<file path="config.mk">
export PLATFORM = sky130hd
export DESIGN_NAME = pipe_stage_skid
export DESIGN_NICKNAME = d
export VERILOG_FILES = /design/src/rtl/pipe_stage_skid.sv
export SDC_FILE = /design/constraint.sdc
export NUM_CORES = 1
export LEC_CHECK = 0
export CORE_UTILIZATION = 50
export CTS_CLUSTER_DIAMETER = 60
export DETAILED_ROUTE_END_ITERATION = 8
export GPL_TIMING_DRIVEN = 0
export PLACE_DENSITY = 0.79
export SLEW_MARGIN = 40
export SYNTH_ARGS = -nofsm -noshare
export SYNTH_HDL_FRONTEND = slang
export SYNTH_SLANG_ARGS = --single-unit
</file>
<file path="constraint.sdc">
create_clock -name clk -period 22.6 [get_ports clk]
set_clock_uncertainty 0.2 [all_clocks]
set_input_delay 6.78 -clock clk [delete_from_list [all_inputs] [get_ports clk]]
set_output_delay 6.78 -clock clk [all_outputs]
set_load 0.03 [all_outputs]
</file>
<file path="src/rtl/pipe_stage_skid.sv">
// pipe_stage_skid
//   Parametrised pipeline-stage register with a valid/ready handshake and a
//   2-entry skid buffer (head H drives the outputs, skid S catches the beat that
//   arrives while the head is stalled). Supports per-beat kill (the beat still
//   occupies a slot, with ctrl & KILL_MASK forced to 0) and a whole-stage flush.
//   in_ready comes from a register only, so a downstream stall never creates a
//   combinational ready path.
//
// Ports
//   clk, rst                 clock (rising edge), async active-high reset
//   in_valid/in_ready        upstream handshake (in_ready registered, = occ!=2)
//   in_data/in_ctrl/in_kill  upstream beat
//   flush                    drop held beats and the beat offered this cycle
//   out_valid/out_ready      downstream handshake (out_valid = occ!=0)
//   out_data/out_ctrl        head beat (ctrl already masked if killed)
//   out_killed               head beat was killed upstream
//   occ                      occupancy 0..2
//
// state | meaning
// EMPTY | no beat held, outputs invalid
// ONE   | head holds a beat, skid empty
// TWO   | head and skid both hold beats, upstream stalled

module pipe_stage_skid #(
  parameter int                 DATA_W         = 128,
  parameter int                 CTRL_W         = 16,
  parameter logic [CTRL_W-1:0]  KILL_MASK      = '1,
  parameter bit                 CLEAR_ON_FLUSH = 1'b1
) (
  input  logic              clk,
  input  logic              rst,
  input  logic              in_valid,
  output logic              in_ready,
  input  logic [DATA_W-1:0] in_data,
  input  logic [CTRL_W-1:0] in_ctrl,
  input  logic              in_kill,
  input  logic              flush,
  output logic              out_valid,
  input  logic              out_ready,
  output logic [DATA_W-1:0] out_data,
  output logic [CTRL_W-1:0] out_ctrl,
  output logic              out_killed,
  output logic [1:0]        occ
);

  typedef enum logic [1:0] {
    EMPTY = 2'd0,
    ONE   = 2'd1,
    TWO   = 2'd2
  } state_t;

  state_t state_q, state_nxt;

  logic              in_ready_q, out_valid_q;
  logic [DATA_W-1:0] h_data, s_data;
  logic [CTRL_W-1:0] h_ctrl, s_ctrl;
  logic              h_killed, s_killed;

  logic              acc, pop;
  logic              load_h, load_s, h_from_s;
  logic [CTRL_W-1:0] beat_ctrl;

  assign acc       = in_valid & in_ready_q & ~flush;
  assign pop       = out_valid_q & out_ready;
  assign beat_ctrl = in_kill ? (in_ctrl & ~KILL_MASK) : in_ctrl;

  always_comb begin
    state_nxt = state_q;
    load_h    = 1'b0;
    load_s    = 1'b0;
    h_from_s  = 1'b0;
    unique case (state_q)
      EMPTY: begin
        if (acc) begin
          load_h    = 1'b1;
          state_nxt = ONE;
        end
      end
      ONE: begin
        if (acc && !pop) begin
          load_s    = 1'b1;
          state_nxt = TWO;
        end else if (acc && pop) begin
          load_h    = 1'b1;
        end else if (pop) begin
          state_nxt = EMPTY;
        end
      end
      TWO: begin
        if (pop) begin
          h_from_s  = 1'b1;
          state_nxt = ONE;
        end
      end
      default: state_nxt = EMPTY;
    endcase
    // Flush overrides everything; a pop this cycle has already completed
    // downstream, so only the storage update is suppressed.
    if (flush) begin
      state_nxt = EMPTY;
      load_h    = 1'b0;
      load_s    = 1'b0;
      h_from_s  = 1'b0;
    end
  end

  always_ff @(posedge clk or posedge rst) begin
    if (rst) begin
      state_q     <= EMPTY;
      in_ready_q  <= 1'b1;
      out_valid_q <= 1'b0;
    end else begin
      state_q     <= state_nxt;
      in_ready_q  <= (state_nxt != TWO);
      out_valid_q <= (state_nxt != EMPTY);
    end
  end

  always_ff @(posedge clk or posedge rst) begin
    if (rst) begin
      h_data   <= '0;
      h_ctrl   <= '0;
      h_killed <= 1'b0;
      s_data   <= '0;
      s_ctrl   <= '0;
      s_killed <= 1'b0;
    end else if (flush) begin
      if (CLEAR_ON_FLUSH) begin
        h_data   <= '0;
        h_ctrl   <= '0;
        h_killed <= 1'b0;
        s_data   <= '0;
        s_ctrl   <= '0;
        s_killed <= 1'b0;
      end
    end else begin
      if (load_h) begin
        h_data   <= in_data;
        h_ctrl   <= beat_ctrl;
        h_killed <= in_kill;
      end else if (h_from_s) begin
        h_data   <= s_data;
        h_ctrl   <= s_ctrl;
        h_killed <= s_killed;
      end
      if (load_s) begin
        s_data   <= in_data;
        s_ctrl   <= beat_ctrl;
        s_killed <= in_kill;
      end
    end
  end

  assign in_ready   = in_ready_q;
  assign out_valid  = out_valid_q;
  assign out_data   = h_data;
  assign out_ctrl   = h_ctrl;
  assign out_killed = h_killed;
  assign occ        = state_q;

  a_no_acc_when_full : assert property (
    @(posedge clk) disable iff (rst) !(acc && state_q == TWO)
  );

endmodule

</file>
---- After elaboration in Yosys (flattened, before gate mapping) ----
Cells that the tools add are included.
W data, S select, Z words.
storage, ports and cells
  flip-flop bits (word level) ............. 294
  input port bits ......................... 150
  output and inout bits ................... 149
  word-level logic and storage cells ...... 57
cells by class
  equal/unequal tests ..................... 3
  multiplexer cells ....................... 34
  bitwise gates (word level) .............. 4
  reductions and logical operators ........ 7
operators with widths
  cell                  count
  $mux W128             5
  $mux W16              6
  $mux W1               15
  $mux W2               6
  $pmux W2 S3           1
  $reduce_bool A2 Y1    2
  $and A1 B1 Y1         3
  $reduce_bool A3 Y1    1
  $eq A2 B1 Y1 const B  1
  $eq A2 B2 Y1 const B  1
  $logic_and A1 B1 Y1   2
  $logic_not A2 Y1      1
  $ne A2 B2 Y1 const B  1
  $pmux W1 S2           1
  $logic_not A1 Y1      1
  $not A1 Y1            1

---- Longest topological paths before layout ----
Gate-level depths: netlist of run 1.
  depth after elaboration ................. 9
  mapped depth ............................ 7
  gate-level depth less buffers ........... 3

---- Worst setup path before layout of run 1 ----
No wires, ideal clock.
  kind .................................... input to register
  start point ............................. input port flush
  end point ............................... register h_ctrl[0] (netlist: out_ctrl[0])
  setup time .............................. 0.125 ns
  arrival ................................. 7.933 ns
  path slack .............................. 14.343 ns
  stages .................................. 6
  path buffers ............................ 3
  cell sequence ........................... buf_2 > or2_1 > nor3_2 > buf_4 > buf_4 > mux2_2
between the ends
  cells in the longest elaborated chain, start to end .. 9
RTL lines
  what                    line  RTL
  start: declaration      37    input logic flush,
  $not A1 Y1              63    assign acc = in_valid & in_ready_q & ~flush;
  $and A1 B1 Y1           63
  $logic_and A1 B1 Y1     83    end else if (acc && pop) begin
  $mux W1                 83
  $mux W1                 80    if (acc && !pop) begin
  $pmux W1 S2             72    unique case (state_q)
  $mux W1                 99    if (flush) begin
  $mux W16                137   if (load_h) begin
  $mux W16                127   end else if (flush) begin
  end signal: assignment  139   h_ctrl <= beat_ctrl;
  end signal: assignment  143   h_ctrl <= s_ctrl;
  end: declaration        56    logic [CTRL_W-1:0] h_ctrl, s_ctrl;
Several ways; a longest one is shown, not always the timed one.
A chain may end at the register's enable or synchronous reset.

---- Worst setup path after layout of run 1 ----
  start point ............................. register in_ready_q (netlist: in_ready)
  end point ............................... output port in_ready
RTL lines
  what                      line  RTL
  start: declaration        54    logic in_ready_q, out_valid_q;
  start signal: assignment  114   in_ready_q <= (state_nxt != TWO);
  end: declaration          33    output logic in_ready,
No word-level cell between the ends.

==> reports/metrics.yaml, run 1 <==
critPathMaxStageDelay_ps: 670
avgSynthCellArea_sq_um: 11.9
multi_input_area_sq_mm: 0.00748
drt_iter0_markers: 542
ios: 299
register_area_sq_mm: 0.00736
synthToLayoutAreaGrowth_pct: 30.6
ys_ff_latch: 294
place.gp.congestion: 0.791
worstPathRequired_ps: 15620
status: "finished clean"
tightest_slew_ps: 881
min_period_over_period_pct: 38.5
fmax_ghz: 0.115
cpLargestDelayFamily: "buffers and inverters"
critPathMaxFanout: 3
path_clk_slew_ps: 60
dp_hpwl_mm: 26.6
cts_buffer_depth: 3
cp-endpoint: "in_ready"
die_x_um: 177
grt_max_degree: 77
critPathLaunch: "in_ready"
maxCapViolCount: 0
synthTopCellsByArea: "dfrtp_1 (48%), mux2i_1 (19%), mux2_2 (11%)"
clk_latency_ps: 500
synth_top_cell_by_area: "dfrtp_1"
dr.pass1.iters: 5
postRouteAntennaNets: 0
cts_resized: 0
synthArstFlopShare_pct: 100
reg2regPathDepth: 5
slowest_stage: "clkdlybuf4s50_1"
drive_above_1_share_pct: 15.4
grt-ovfl-total: 0
numCtsBuffers: 35
ys_types: 27
wl_per_cell_um: 19.1
core_sq_mm: 0.0300
track_usage_pct: 25.0
setup-violations-final: 0
min_path_type: "flip-flop to flip-flop"
cts_root_buf: "clkbuf_16"
tns_ps: 0
port_buffers: 297
crit_buf_inv: 1
placed_cell_area_sq_mm: 0.0189
drv_slew: 0
worst_setup_path_start_kind: "flip-flop"
syn_inst: 1295
synth_edf_count: 0
n_fill_cell: 2301
wl_mm: 39.0
nets: 1782
post-route-util_pct: 67.0
via_per_inst: 5.21
maxSlewHeadroom_pct: 41.3
period_needed_ps: 8700
cp-end-kind: "output port"
drc: 0
synth_area_sq_mm: 0.0154
crit_chain: "clkdlybuf4s50_1"
power_leakage_nw: 9.91
seq_area_frac_synth_pct: 47.9
grt_pass1_wl_mm: 61.5
cts.sink_count: 294
hold_viol_final: 0
die_area_sq_mm: 0.0314
fin_area_sq_mm: 0.0201
vias: 10700
cts_tree: "yes"
crit-reg2reg-capture: "s_data[70]"
antenna_found_initial: 3
crit_type: "flip-flop to output port"
arrival_ps: 1720
cts_setup_buffers: 0
path_depth: 1
peakVddDrop_v: 0.0000551
die_h_um: 177
ys.flop_type: "dfrtp_1"
rsz0062_at_grt: "false"
grt_pass1_vias: 11400
fp-row-count: 63
synth_top_area_share_pct: 47.7
h-tree-depth: 2
synth_warnings: 0
initial_core_util_pct: 51.3
ff2ff_setup_slack_ps: 20380
syn_nets: 1445
r2r-start: "occ[1]"
cellPowerDensity_mw_per_mm2: 68.2
cts_hold_buffers: 0
-- metrics by stage --
stage          cells  worst slack, ps  total power [mW]  hold WS, ps
2_1_floorplan   1295             7500             0.717          317
3_3_place_gp    1982             3250             0.811          332
3_5_place_dp    1985            13420             0.816          345
4_1_cts         2044            13880              1.38          355
5_1_grt         2044            13810              1.42          377
6_report        2045            13900              1.37          349
-- synth_stat cells, types with 2 or more instances --
cell type and count:
and2_1 16, buf_2 28, buf_4 11, buf_6 11
clkbuf_1 46, dfrtp_1 293, mux2_2 145, mux2i_1 290
nand2_1 3, nand2b_1 177, nor2_1 2, nor2b_1 258
-- cells by family after synthesis --
kind of cell | Yosys count | synth area share [%]
simple gates | 462 | 18.8
mux | 435 | 29.5
flops | 294 | 47.9
buf+inv | 98 | 3.43
compound gates | 5 | 0.318
xor+xnor | 1 | 0.0570
-- per-layer routing --
metal  track usage (%)  wire length, um
met5                 0               12
met4              7.37             1050
met3              7.05             3100
met2              41.1            18300
met1              32.1            16600
-- power by group --
group          internal [mW]  leakage (nW)  switching [mW]
Combinational          0.113          5.31           0.122
Sequential             0.557          4.04          0.0133
Clock                  0.347         0.568           0.217
Total                   1.02          9.91           0.353
-- cells in the final DEF (no fill, tap or decap), types with 2 or more instances in the layout --
cell               n
clkbuf_1          53
clkdlybuf4s50_1  297
buf_4             11
mux2_2           145
buf_16             3
nor2_1             2
mux2i_1          290
clkinv_2           2
dfrtp_1          293
clkbuf_16         37
buf_2             28
buf_6             11
nand2b_1         177
nand2_1            3
and2_1            16
bufinv_16          2
nor2b_1          258
clkbuf_8           8
-- state kept, by name, summed over array words and instances (netlist names) --
| signal | flops |
|---|---|
| in_ready | 1 |
| occ | 2 |
| out_ctrl | 16 |
| out_data | 128 |
| out_killed | 1 |
| out_valid | 1 |
| s_ctrl | 16 |
| s_data | 128 |
| s_killed | 1 |
-- worst min path at each step --
| stage | start | endpoint | slack (ps) | cells past startpoint |
|---|---|---|---|---|
| 2_1_floorplan | s_ctrl[10] | s_ctrl[10] | 320 | 2 |
| 3_3_place_gp | s_ctrl[10] | s_ctrl[10] | 330 | 2 |
| 3_5_place_dp | s_ctrl[5] | s_ctrl[5] | 350 | 2 |
| 4_1_cts | s_ctrl[6] | s_ctrl[6] | 350 | 2 |
| 5_1_grt | s_ctrl[0] | s_ctrl[0] | 380 | 2 |
| 6_report | s_ctrl[6] | s_ctrl[6] | 350 | 2 |
-- cell type report --
| type | instances | share of cell area, % |
|---|---|---|
| clock buffers | 53 | 5.31 |
| inverters | 1 | 0.0561 |
| flip-flops and latches | 294 | 36.6 |
| well taps | 390 | 2.43 |
| clock inverters | 6 | 0.436 |
| plain buffers | 97 | 2.61 |
| diodes | 1 | 0.0125 |
| repair buffers | 300 | 15.2 |
| multi-input cells | 903 | 37.3 |
-- tightest hold or removal path: stages, from the launching register on --
cell and delay [ps]:
dfrtp_1 350, nand2b_1 80, mux2i_1 70
Note: power is estimated with default switching activity, not from simulation.
==> run 2, diff against run 1 <==
==> constraint.sdc (replaced) <==
create_clock -name clk -period 8.8 [get_ports clk]
set_clock_uncertainty 0.2 [all_clocks]
set_input_delay 2.64 -clock clk [delete_from_list [all_inputs] [get_ports clk]]
set_output_delay 2.64 -clock clk [all_outputs]
set_load 0.03 [all_outputs]
==> run 2 against run 1 <==
Against the previous run:
- via count is 0.38% lower
- non-clock buffer count is 11 higher
- first-iteration DRC count is 5.7% higher
- critical path type unchanged
- critical endpoint unchanged
- highest routed layer unchanged
==> reports/metrics.yaml, run 2 (synthesis results as in run 1) <==
cts_root_buf: "clkbuf_16"
swShare_pct: 25.7  # -0.078 points
clk_latency_ps: 510  # about the same
period_needed_ps: 4560
drv_slew: 0  # unchanged
min_period_over_period_pct: 51.8
dp_hpwl_mm: 27.8  # +4.6%
layout_commonest_cell: "clkdlybuf4s50_1"
cts.sink_count: 294  # unchanged
synthToLayoutAreaGrowth_pct: 31.9
switchingPower_mw: 0.893  # +150%
p_comb_share_pct: 17.8  # +0.6 points
crit-reg2reg-capture: "s_data[71]"
status: "finished clean"
antenna_found_initial: 3  # unchanged
r2r-start: "occ[1]"
cpLargestDelayFamily: "buffers and inverters"
drive_above_1_share_pct: 15.8  # +0.37 points
internal_power_mw: 2.59  # +150%
postRouteAntennaNets: 0  # unchanged
h-tree-depth: 2  # unchanged
place.gp.congestion: 0.798  # +0.80%
cts_setup_buffers: 0  # unchanged
maxSlewHeadroom_pct: 60.2  # +19 points
die_area_sq_mm: 0.0314  # unchanged
cp-endpoint: "in_ready"
path_clk_slew_ps: 60  # about the same
cts_tree: "yes"
via_per_inst: 5.18  # -0.68%
grt_pass1_vias: 11400  # +0.38%
critPathMaxFanout: 3  # unchanged
port_buffers: 297  # unchanged
die_h_um: 177  # unchanged
slowest_stage: "clkdlybuf4s50_1"
crit_type: "flip-flop to output port"
holdPathStages: 2  # unchanged
min_path_type: "flip-flop to flip-flop"
grt_max_degree: 26  # -66%
path_depth: 1  # unchanged
track_usage_pct: 25.5  # +0.47 points
numCtsBuffers: 35  # unchanged
reg2regPathDepth: 5  # unchanged
nets: 1793  # +0.62%
die_x_um: 177  # unchanged
arrival_ps: 1720  # about the same
ff2ff_setup_slack_ps: 6570  # -13,810 ps
tns_ps: 0  # unchanged
power_frac_seq_pct: 42.1  # +0.5 points
fp-row-count: 63  # unchanged
drt_iter0_markers: 573  # +5.7%
peakVddDrop_v: 0.000131  # +140%
setup_ws_ps: 4240  # -9660 ps
cts_buffer_depth: 3  # unchanged
crit_chain: "clkdlybuf4s50_1"
vias: 10600  # -0.38%
initial_core_util_pct: 51.3  # unchanged
fmax_ghz: 0.219
wl_per_cell_um: 19.4  # +1.5%
wl_mm: 39.7  # +1.8%
most-common-layout-cells: "clkdlybuf4s50_1 (297), dfrtp_1 (293), mux2i_1 (290)"
maxCapViolCount: 0  # unchanged
critPathLaunch: "in_ready"
worst_setup_path_start_kind: "flip-flop"
cp-end-kind: "output port"
core_sq_mm: 0.0300  # unchanged
grt_pass1_wl_mm: 62.6  # +1.8%
crit_buf_inv: 1  # unchanged
min_from: "s_ctrl[13]"
critPathMaxStageDelay_ps: 680  # about the same
dr.pass1.iters: 4  # -1
cts_resized: 0  # unchanged
cts_hold_buffers: 0  # unchanged
tightest_slew_ps: 596  # -285 ps
drc: 0  # unchanged
rsz0062_at_grt: "false"
ios: 299  # unchanged
cellPowerDensity_mw_per_mm2: 172  # +150%
worstPathRequired_ps: 5960  # -9660 ps
setup-violations-final: 0  # unchanged
pre_cts_slack_ps: 3770  # -9650 ps
hold_viol_final: 0  # unchanged
power_leakage_nw: 10.0  # +0.85%
p_clk_share_pct: 40.1  # -1.1 points
grt-ovfl-total: 0  # unchanged
[run 2: cell types whose count changed in the layout (fill, tap and decap cells not counted), sizes merged]
| cell | change |
|---|---|
| bufinv | -1 |
| buf | +11 |
| clkinv | -3 |
| clkinvlp | +1 |
| inv | -2 |
[run 2: area by class of cell]
type                       instances  area [sq um]
multi-input combinational        903          7480
timing repair buffer             311          3310
buffer                            97           526
clock buffer                      53          1070
tap                              390           488
fill                            2297          9680
clock inverter                     1          30.0
inverter                           1          7.51
antenna                            1          2.50
sequential                       294          7360
[run 2: worst min-delay path by stage]
stage	slack, ps	end
floorplan	320	s_ctrl[10]
global placement	330	s_ctrl[1]
detailed placement	340	s_ctrl[4]
CTS	360	s_ctrl[4]
global route	380	s_ctrl[4]
finish	350	s_ctrl[13]
[run 2: power groups by stage]
stage / combinational (mW) / clock, mW / sequential (mW)
final: 0.620 / 1.40 / 1.46
after floorplan: 0.271 / 0 / 1.57
after global routing: 0.661 / 1.47 / 1.47
after CTS: 0.626 / 1.43 / 1.46
after global placement: 0.596 / 0 / 1.49
after detailed placement: 0.624 / 0 / 1.49
[run 2: layer usage]
metal	routed length (um)	part of all wire (%)	vias to the layer above	track usage, %
li1	-	-	5027	-
met1	16800	42	5236	32.5
met2	19000	48	289	42.9
met3	3020	7.6	60	7.11
met4	871	2.2	4	6.05
met5	20	0.050	-	0
[run 2: per-stage QoR]
step	utilization (%)	hold WS [ps]	instance area (sq um)	power [mW]	cells
final	67.7	352	20300	3.48	2051
after global routing	67.7	383	20300	3.61	2050
after CTS	67.7	355	20300	3.52	2050
after detailed placement	64.0	344	19200	2.11	1996
after global placement	62.9	331	18800	2.08	1982
after floorplan	-	317	15400	1.84	1295
